<file path="src/rtl/decode_hazard_ctrl_if.sv">
// Decode <-> hazard controller interface.
// Carries the pre-decoded operand fields, writeback notifications and branch
// resolve from the pipeline, and the issue/stall/status results back to Decode.
//   master : Decode/pipeline side (drives I_*, observes O_*)
//   slave  : decode_hazard_ctrl (observes I_*, drives O_*)
interface decode_hazard_ctrl_if;
  logic       I_IssueValid;
  logic [5:0] I_Src1Idx;
  logic       I_Src1Use;
  logic       I_Src1Vec;
  logic [5:0] I_Src2Idx;
  logic       I_Src2Use;
  logic       I_Src2Vec;
  logic [5:0] I_DestIdx;
  logic       I_DestWrite;
  logic       I_DestVec;
  logic       I_IsBranch;
  logic       I_NeedsCC;
  logic       I_WriteBackEnable;
  logic [5:0] I_WriteBackRegIdx;
  logic       I_VWriteBackEnable;
  logic [5:0] I_VWriteBackRegIdx;
  logic       I_BranchResolve;
  logic       O_Issue;
  logic       O_DepStall;
  logic       O_BranchStall;
  logic [6:0] O_Outstanding;
  logic       O_ScoreErr;

  modport master (
    output I_IssueValid, I_Src1Idx, I_Src1Use, I_Src1Vec,
           I_Src2Idx, I_Src2Use, I_Src2Vec,
           I_DestIdx, I_DestWrite, I_DestVec, I_IsBranch, I_NeedsCC,
           I_WriteBackEnable, I_WriteBackRegIdx,
           I_VWriteBackEnable, I_VWriteBackRegIdx, I_BranchResolve,
    input  O_Issue, O_DepStall, O_BranchStall, O_Outstanding, O_ScoreErr
  );

  modport slave (
    input  I_IssueValid, I_Src1Idx, I_Src1Use, I_Src1Vec,
           I_Src2Idx, I_Src2Use, I_Src2Vec,
           I_DestIdx, I_DestWrite, I_DestVec, I_IsBranch, I_NeedsCC,
           I_WriteBackEnable, I_WriteBackRegIdx,
           I_VWriteBackEnable, I_VWriteBackRegIdx, I_BranchResolve,
    output O_Issue, O_DepStall, O_BranchStall, O_Outstanding, O_ScoreErr
  );
endinterface

</file>
<file path="src/rtl/decode_hazard_ctrl.sv">
// Decode-stage scoreboard and branch stall sequencer.
// Tracks pending destinations of the scalar and vector register files,
// decides whether the decoded instruction may issue (RAW, WAW and
// condition-code hazards, with same-cycle writeback bypass), and holds Fetch
// from branch issue until BR_DRAIN cycles after the branch resolves.
//   I_CLOCK : clock, posedge
//   I_RESET : asynchronous active-high reset
//   bus     : decode_hazard_ctrl_if.slave (operand fields, writebacks,
//             resolve in; O_Issue/O_DepStall combinational, O_BranchStall,
//             O_Outstanding, O_ScoreErr registered)
module decode_hazard_ctrl #(
  parameter int unsigned NUM_RF   = 16,
  parameter int unsigned NUM_VRF  = 64,
  parameter int unsigned BR_DRAIN = 2
) (
  input logic                 I_CLOCK,
  input logic                 I_RESET,
  decode_hazard_ctrl_if.slave bus
);

  localparam int unsigned SW = $clog2(NUM_RF);
  localparam int unsigned VW = $clog2(NUM_VRF);

  typedef enum logic [1:0] {S_RUN, S_BR_WAIT, S_BR_DRAIN} state_t;

  state_t             state;
  logic [2:0]         drain_cnt;
  logic [NUM_RF-1:0]  s_pend, s_eff, s_next;
  logic [NUM_VRF-1:0] v_pend, v_eff, v_next;
  logic               src1_haz, src2_haz, dest_haz, cc_haz, hazard, issue;
  logic               s_set, v_set, s_wb_err, v_wb_err;
  logic [6:0]         pend_count;
  logic               branch_stall_q, score_err_q;
  logic [6:0]         outstanding_q;

  // Scalar paths only look at the low index bits; the rest is ignored.
  logic unused_idx_bits;
  assign unused_idx_bits = ^{bus.I_Src1Idx[5:SW], bus.I_Src2Idx[5:SW],
                             bus.I_DestIdx[5:SW], bus.I_WriteBackRegIdx[5:SW]};

  // Pending bits as seen this cycle: a writeback landing now releases readers.
  always_comb begin
    s_eff = s_pend;
    v_eff = v_pend;
    if (bus.I_WriteBackEnable)  s_eff[bus.I_WriteBackRegIdx[SW-1:0]]  = 1'b0;
    if (bus.I_VWriteBackEnable) v_eff[bus.I_VWriteBackRegIdx[VW-1:0]] = 1'b0;
  end

  always_comb begin
    src1_haz = bus.I_Src1Use & (bus.I_Src1Vec ? v_eff[bus.I_Src1Idx[VW-1:0]]
                                              : s_eff[bus.I_Src1Idx[SW-1:0]]);
    src2_haz = bus.I_Src2Use & (bus.I_Src2Vec ? v_eff[bus.I_Src2Idx[VW-1:0]]
                                              : s_eff[bus.I_Src2Idx[SW-1:0]]);
    dest_haz = bus.I_DestWrite & (bus.I_DestVec ? v_eff[bus.I_DestIdx[VW-1:0]]
                                                : s_eff[bus.I_DestIdx[SW-1:0]]);
    cc_haz   = bus.I_NeedsCC & (|s_eff);
    hazard   = src1_haz | src2_haz | dest_haz | cc_haz;
    issue    = bus.I_IssueValid & ~hazard & (state == S_RUN);
  end

  assign bus.O_Issue    = issue;
  assign bus.O_DepStall = bus.I_IssueValid & hazard & (state == S_RUN);

  // Next pend state: writeback clears first, then a new producer sets, so
  // the set wins on a collision. Writeback to an idle register is an error
  // unless the issuing instruction is claiming that register this cycle.
  always_comb begin
    s_set    = issue & bus.I_DestWrite & ~bus.I_DestVec;
    v_set    = issue & bus.I_DestWrite & bus.I_DestVec;
    s_next   = s_pend;
    v_next   = v_pend;
    s_wb_err = 1'b0;
    v_wb_err = 1'b0;
    if (bus.I_WriteBackEnable) begin
      s_next[bus.I_WriteBackRegIdx[SW-1:0]] = 1'b0;
      s_wb_err = ~s_pend[bus.I_WriteBackRegIdx[SW-1:0]] &
                 ~(s_set & (bus.I_DestIdx[SW-1:0] == bus.I_WriteBackRegIdx[SW-1:0]));
    end
    if (bus.I_VWriteBackEnable) begin
      v_next[bus.I_VWriteBackRegIdx[VW-1:0]] = 1'b0;
      v_wb_err = ~v_pend[bus.I_VWriteBackRegIdx[VW-1:0]] &
                 ~(v_set & (bus.I_DestIdx[VW-1:0] == bus.I_VWriteBackRegIdx[VW-1:0]));
    end
    if (s_set) s_next[bus.I_DestIdx[SW-1:0]] = 1'b1;
    if (v_set) v_next[bus.I_DestIdx[VW-1:0]] = 1'b1;
  end

  always_comb begin
    pend_count = '0;
    for (int unsigned i = 0; i < NUM_RF; i++)  pend_count = pend_count + 7'(s_next[i]);
    for (int unsigned i = 0; i < NUM_VRF; i++) pend_count = pend_count + 7'(v_next[i]);
  end

  always_ff @(posedge I_CLOCK or posedge I_RESET) begin
    if (I_RESET) begin
      s_pend         <= '0;
      v_pend         <= '0;
      state          <= S_RUN;
      drain_cnt      <= '0;
      branch_stall_q <= 1'b0;
      outstanding_q  <= '0;
      score_err_q    <= 1'b0;
    end else begin
      s_pend        <= s_next;
      v_pend        <= v_next;
      outstanding_q <= pend_count;
      if (s_wb_err | v_wb_err) score_err_q <= 1'b1;
      case (state)
        S_RUN: begin
          if (issue & bus.I_IsBranch) begin
            state          <= S_BR_WAIT;
            branch_stall_q <= 1'b1;
          end
        end
        S_BR_WAIT: begin
          if (bus.I_BranchResolve) begin
            state     <= S_BR_DRAIN;
            drain_cnt <= 3'(BR_DRAIN - 1);
          end
        end
        S_BR_DRAIN: begin
          if (drain_cnt == '0) begin
            state          <= S_RUN;
            branch_stall_q <= 1'b0;
          end else begin
            drain_cnt <= drain_cnt - 3'd1;
          end
        end
        default: begin
          state          <= S_RUN;
          branch_stall_q <= 1'b0;
        end
      endcase
    end
  end

  assign bus.O_BranchStall = branch_stall_q;
  assign bus.O_Outstanding = outstanding_q;
  assign bus.O_ScoreErr    = score_err_q;

endmodule
</file>
<file path="src/flat_wrapper.sv">
// flat-port wrapper written by rule: the top's interface ports become plain ports
module decode_hazard_ctrl_flat 
#(
  parameter int unsigned NUM_RF   = 16,
  parameter int unsigned NUM_VRF  = 64,
  parameter int unsigned BR_DRAIN = 2
)
  (I_CLOCK, I_RESET, bus_I_IssueValid, bus_I_Src1Idx, bus_I_Src1Use, bus_I_Src1Vec, bus_I_Src2Idx, bus_I_Src2Use, bus_I_Src2Vec, bus_I_DestIdx, bus_I_DestWrite, bus_I_DestVec, bus_I_IsBranch, bus_I_NeedsCC, bus_I_WriteBackEnable, bus_I_WriteBackRegIdx, bus_I_VWriteBackEnable, bus_I_VWriteBackRegIdx, bus_I_BranchResolve, bus_O_Issue, bus_O_DepStall, bus_O_BranchStall, bus_O_Outstanding, bus_O_ScoreErr);
  decode_hazard_ctrl_if bus_i ();
  input logic I_CLOCK;
  input logic I_RESET;
  input wire logic [$bits(bus_i.I_IssueValid)-1:0] bus_I_IssueValid;
  input wire logic [$bits(bus_i.I_Src1Idx)-1:0] bus_I_Src1Idx;
  input wire logic [$bits(bus_i.I_Src1Use)-1:0] bus_I_Src1Use;
  input wire logic [$bits(bus_i.I_Src1Vec)-1:0] bus_I_Src1Vec;
  input wire logic [$bits(bus_i.I_Src2Idx)-1:0] bus_I_Src2Idx;
  input wire logic [$bits(bus_i.I_Src2Use)-1:0] bus_I_Src2Use;
  input wire logic [$bits(bus_i.I_Src2Vec)-1:0] bus_I_Src2Vec;
  input wire logic [$bits(bus_i.I_DestIdx)-1:0] bus_I_DestIdx;
  input wire logic [$bits(bus_i.I_DestWrite)-1:0] bus_I_DestWrite;
  input wire logic [$bits(bus_i.I_DestVec)-1:0] bus_I_DestVec;
  input wire logic [$bits(bus_i.I_IsBranch)-1:0] bus_I_IsBranch;
  input wire logic [$bits(bus_i.I_NeedsCC)-1:0] bus_I_NeedsCC;
  input wire logic [$bits(bus_i.I_WriteBackEnable)-1:0] bus_I_WriteBackEnable;
  input wire logic [$bits(bus_i.I_WriteBackRegIdx)-1:0] bus_I_WriteBackRegIdx;
  input wire logic [$bits(bus_i.I_VWriteBackEnable)-1:0] bus_I_VWriteBackEnable;
  input wire logic [$bits(bus_i.I_VWriteBackRegIdx)-1:0] bus_I_VWriteBackRegIdx;
  input wire logic [$bits(bus_i.I_BranchResolve)-1:0] bus_I_BranchResolve;
  output wire logic [$bits(bus_i.O_Issue)-1:0] bus_O_Issue;
  output wire logic [$bits(bus_i.O_DepStall)-1:0] bus_O_DepStall;
  output wire logic [$bits(bus_i.O_BranchStall)-1:0] bus_O_BranchStall;
  output wire logic [$bits(bus_i.O_Outstanding)-1:0] bus_O_Outstanding;
  output wire logic [$bits(bus_i.O_ScoreErr)-1:0] bus_O_ScoreErr;
  assign bus_i.I_IssueValid = bus_I_IssueValid;
  assign bus_i.I_Src1Idx = bus_I_Src1Idx;
  assign bus_i.I_Src1Use = bus_I_Src1Use;
  assign bus_i.I_Src1Vec = bus_I_Src1Vec;
  assign bus_i.I_Src2Idx = bus_I_Src2Idx;
  assign bus_i.I_Src2Use = bus_I_Src2Use;
  assign bus_i.I_Src2Vec = bus_I_Src2Vec;
  assign bus_i.I_DestIdx = bus_I_DestIdx;
  assign bus_i.I_DestWrite = bus_I_DestWrite;
  assign bus_i.I_DestVec = bus_I_DestVec;
  assign bus_i.I_IsBranch = bus_I_IsBranch;
  assign bus_i.I_NeedsCC = bus_I_NeedsCC;
  assign bus_i.I_WriteBackEnable = bus_I_WriteBackEnable;
  assign bus_i.I_WriteBackRegIdx = bus_I_WriteBackRegIdx;
  assign bus_i.I_VWriteBackEnable = bus_I_VWriteBackEnable;
  assign bus_i.I_VWriteBackRegIdx = bus_I_VWriteBackRegIdx;
  assign bus_i.I_BranchResolve = bus_I_BranchResolve;
  assign bus_O_Issue = bus_i.O_Issue;
  assign bus_O_DepStall = bus_i.O_DepStall;
  assign bus_O_BranchStall = bus_i.O_BranchStall;
  assign bus_O_Outstanding = bus_i.O_Outstanding;
  assign bus_O_ScoreErr = bus_i.O_ScoreErr;
  decode_hazard_ctrl #(.NUM_RF(NUM_RF), .NUM_VRF(NUM_VRF), .BR_DRAIN(BR_DRAIN)) u_core (.I_CLOCK(I_CLOCK), .I_RESET(I_RESET), .bus(bus_i));
endmodule
</file>
<file path="config.mk">
export PLATFORM = sky130hd
export DESIGN_NAME = decode_hazard_ctrl_flat
export DESIGN_NICKNAME = d
export VERILOG_FILES = /design/src/rtl/decode_hazard_ctrl_if.sv /design/src/rtl/decode_hazard_ctrl.sv /design/src/flat_wrapper.sv
export SDC_FILE = /design/constraint.sdc
export NUM_CORES = 1
export LEC_CHECK = 0
export CAP_MARGIN = 5
export CORE_MARGIN = 1.5
export CORE_UTILIZATION = 42
export DETAILED_ROUTE_END_ITERATION = 7
export PLACE_DENSITY = 0.63
export SLEW_MARGIN = 20
export SYNTH_ARGS = -nofsm -noshare
export SYNTH_HDL_FRONTEND = slang
export SYNTH_SLANG_ARGS = --single-unit
</file>
<file path="constraint.sdc">
create_clock -name I_CLOCK -period 16.8 [get_ports I_CLOCK]
set_input_delay 2.52 -clock I_CLOCK [delete_from_list [all_inputs] [get_ports I_CLOCK]]
set_output_delay 2.52 -clock I_CLOCK [all_outputs]
set_load 0.01 [all_outputs]
</file>
==> out/results.txt <==
final core area utilization -> 47.4%
synth-to-layout area growth -> 10.0%
minimum clock period -> 13.74 ns
post-synth net total -> 1,173
CTS tree -> done
Setup Viol. Count Final -> 0
Slowest cell on crit path -> o21ai_0
leading area contributor after synthesis -> dfrtp_1
via count -> 9,272
I/O Pins -> 55
DRC -> 0
hold path start -> u_core.drain_cnt[2]$_DFFE_PP0P_
Routed WL -> 37,400 um
Post-CTS Setup Inserts -> 0
largest fanout on the critical path -> 47
Cell variety after synth -> 76
initial core utilization -> 43.1%
unrepaired setup endpoints after global routing -> false
Mapped Cells -> 1,043
largest net degree at the start of global routing -> 56
Starting DRT DRC Count -> 1,393
Area contributors post-synth -> dfrtp_1 (24%), fa_1 (14%), mux4_2 (7.1%)
Yosys warnings -> 0
Critical Path AT -> 14.00 ns
Setup Crit Path Kind -> primary input to flip-flop
Sink Count -> 94
Post-CTS Resized -> 0
ANT cells -> 0
Worst-Margin Slew -> 1.06 ns
DP HPWL -> 27,800 um
final hold violation count -> 0
vias per cell -> 6.97
Post-synth EDFFs -> 0
Worst path most repeated cell -> fa_1
r2r startpoint -> u_core.v_pend[9]$_DFF_PP0_
R2R Setup Slk -> 6.50 ns
ANT nets after route -> 0
full die area -> 24,200 um2
RePlAce Congestion -> 0.990
endpoint class of the critical path -> flip-flop
Power Density -> 107 nW/um2
max frequency -> 0.0728 GHz
root buf cell -> clkbuf_16
setup tns final -> 0 ns
Die H -> 156 um
Synth Flop Type -> dfrtp_1
Clock Skew -> 0.0134 ns
final layout net count -> 1,171
clock slew at reported path FFs -> 0.08 ns
Critical Path Source -> bus_I_VWriteBackRegIdx[1]
CTS buffer count -> 9
wire length per cell -> 28.1 um
all-layer global routing usage -> 31.7%
final worst path period share -> 81.8%
Post-Syn Area -> 9780 um2
Synth top area share -> 24.1%
Avg Cell Area, Syn -> 9.38 um2
post-route design area -> 10,800 um2
CTS Buffer Depth -> 2
Max Cap Violations -> 0
#FFs+latches synth -> 94
type of origin of the critical path -> primary input
row cnt -> 55
Worst-Skew Late Latency -> 0.37 ns
initial antenna violation count -> 1
first-pass GRT wire length -> 56,400 um
total gr overflow -> 0
leak pwr -> 4.36 nW
Worst EP required -> 17.07 ns
status -> completed
CORE AREA -> 22,700 um2
Port Buf Inserts -> 52
Slew HR -> 28.7%
Cell Area, Placed -> 10,400 um2
most frequent cells in the layout -> o21ai_0 (101), dfrtp_1 (94), inv_1 (89)
number of global-route vias before repair -> 8,906
Seq/Total Area, Yosys -> 24.1%
commonest non-fill, non-tap cell in the layout -> o21ai_0
Die Span X -> 156 um
crit-path max cell delay -> 0.84 ns
async set or reset register ratio after synthesis -> 100%
H-tree Lvls -> 3
Post-CTS Hold Fix Bufs -> 0
Tightest Hold Check Type -> flip-flop to flip-flop
Max IR drop VDD -> 0.000123 V
layout cells sized above 1 -> 12.0%
drt pass-1 iters -> 6
max-slew violations -> 0
## critical path, delay by kind of cell
family / cells / cell delay (ns)
adder cells (fa/ha/maj): 10 / 4.95
buffers and inverters: 6 / 1.35
multiplexers: 1 / 0.38
AO/OA/AOI/OAI: 5 / 1.85
AND/OR/NAND/NOR: 9 / 2.86
## power by group
group | leakage (nW) | switching, mW | internal [mW]
Combinational | 2.94 | 0.384 | 0.259
Clock | 0.148 | 0.108 | 0.119
Sequential | 1.28 | 0.0162 | 0.260
## through the flow
stage / std cells / worst slack [ns] / hold WS [ns] / total power [mW]
after global placement: 1315 / 2.88 / 0.469 / 0.913
after CTS: 1331 / 3.18 / 0.491 / 1.15
final: 1331 / 3.06 / 0.489 / 1.15
after floorplan: 1043 / 5.29 / 0.452 / 0.754
after detailed placement: 1315 / 2.84 / 0.477 / 0.927
after global routing: 1331 / 2.56 / 0.535 / 1.25
## routing by layer
| layer | wire length [um] | track usage (%) | vias up |
|---|---|---|---|
| met1 | 14700 | 43.1 | 4590 |
| met2 | 16700 | 48.3 | 665 |
| met4 | 1920 | 15.2 | 0 |
| li1 | - | - | 3890 |
| met3 | 4060 | 6.75 | 127 |
| met5 | 0 | 0 | - |
## cells by family (layout without fill, tap and decap cells)
logic type,after synthesis,after routing,share of synthesized area (%)
buffers and inverters,181,184,7.46
muxes,61,61,10.3
xor gates and xnor gates,15,15,1.34
adders and majority gates,86,86,16.3
DFF,94,94,24.1
and+or+nand+nor,243,243,13.2
AOI/OAI and AO/OA,363,363,27.3
## worst paths after layout
check	depth (start not counted)	endpoint
max	31	u_core.bus.O_Outstanding[6]$_DFF_PP0_
min	1	u_core.drain_cnt[2]$_DFFE_PP0P_
max reg2reg	31	u_core.bus.O_Outstanding[6]$_DFF_PP0_
min reg2reg	1	u_core.drain_cnt[2]$_DFFE_PP0P_
max in group asynchronous	3	u_core.s_pend[4]$_DFF_PP0_
min in group asynchronous	2	u_core.bus.O_Outstanding[5]$_DFF_PP0_
## synthesized netlist by cell type, types with 9 or more instances
library cell    n
o21ai_0       101
dfrtp_1        94
inv_1          90
fa_1           69
clkbuf_1       58
nand2_1        53
nor2_1         48
o31ai_1        46
o31ai_2        32
mux4_2         31
nand3_1        29
o211ai_1       27
o31a_1         27
mux2i_1        22
a21oi_1        17
ha_1           17
nor3_1         16
a31oi_1        15
nor2b_1        15
nand2b_1       14
buf_2          13
o21a_1         13
nand4_1        12
buf_1          11
nand3b_1       10
o2111ai_1      10
xnor2_1        10
nor4_1          9
o22ai_1         9
## area by class of cell
class	instances	area, um2
clock inverters	7	87.6
repair buffers	74	681
flip-flops and latches	94	2350
well taps	285	357
multi-input cells	768	6700
inverters	94	355
fillers	2140	12000
clock buffers	9	225
## registers in the layout (all words and copies together), names as in the netlist
signal                    cells
u_core.bus.O_BranchStall      1
u_core.bus.O_Outstanding      7
u_core.bus.O_ScoreErr         1
u_core.drain_cnt              3
u_core.s_pend                16
u_core.state                  2
u_core.v_pend                64
Note: power is estimated with default switching activity, not from simulation.
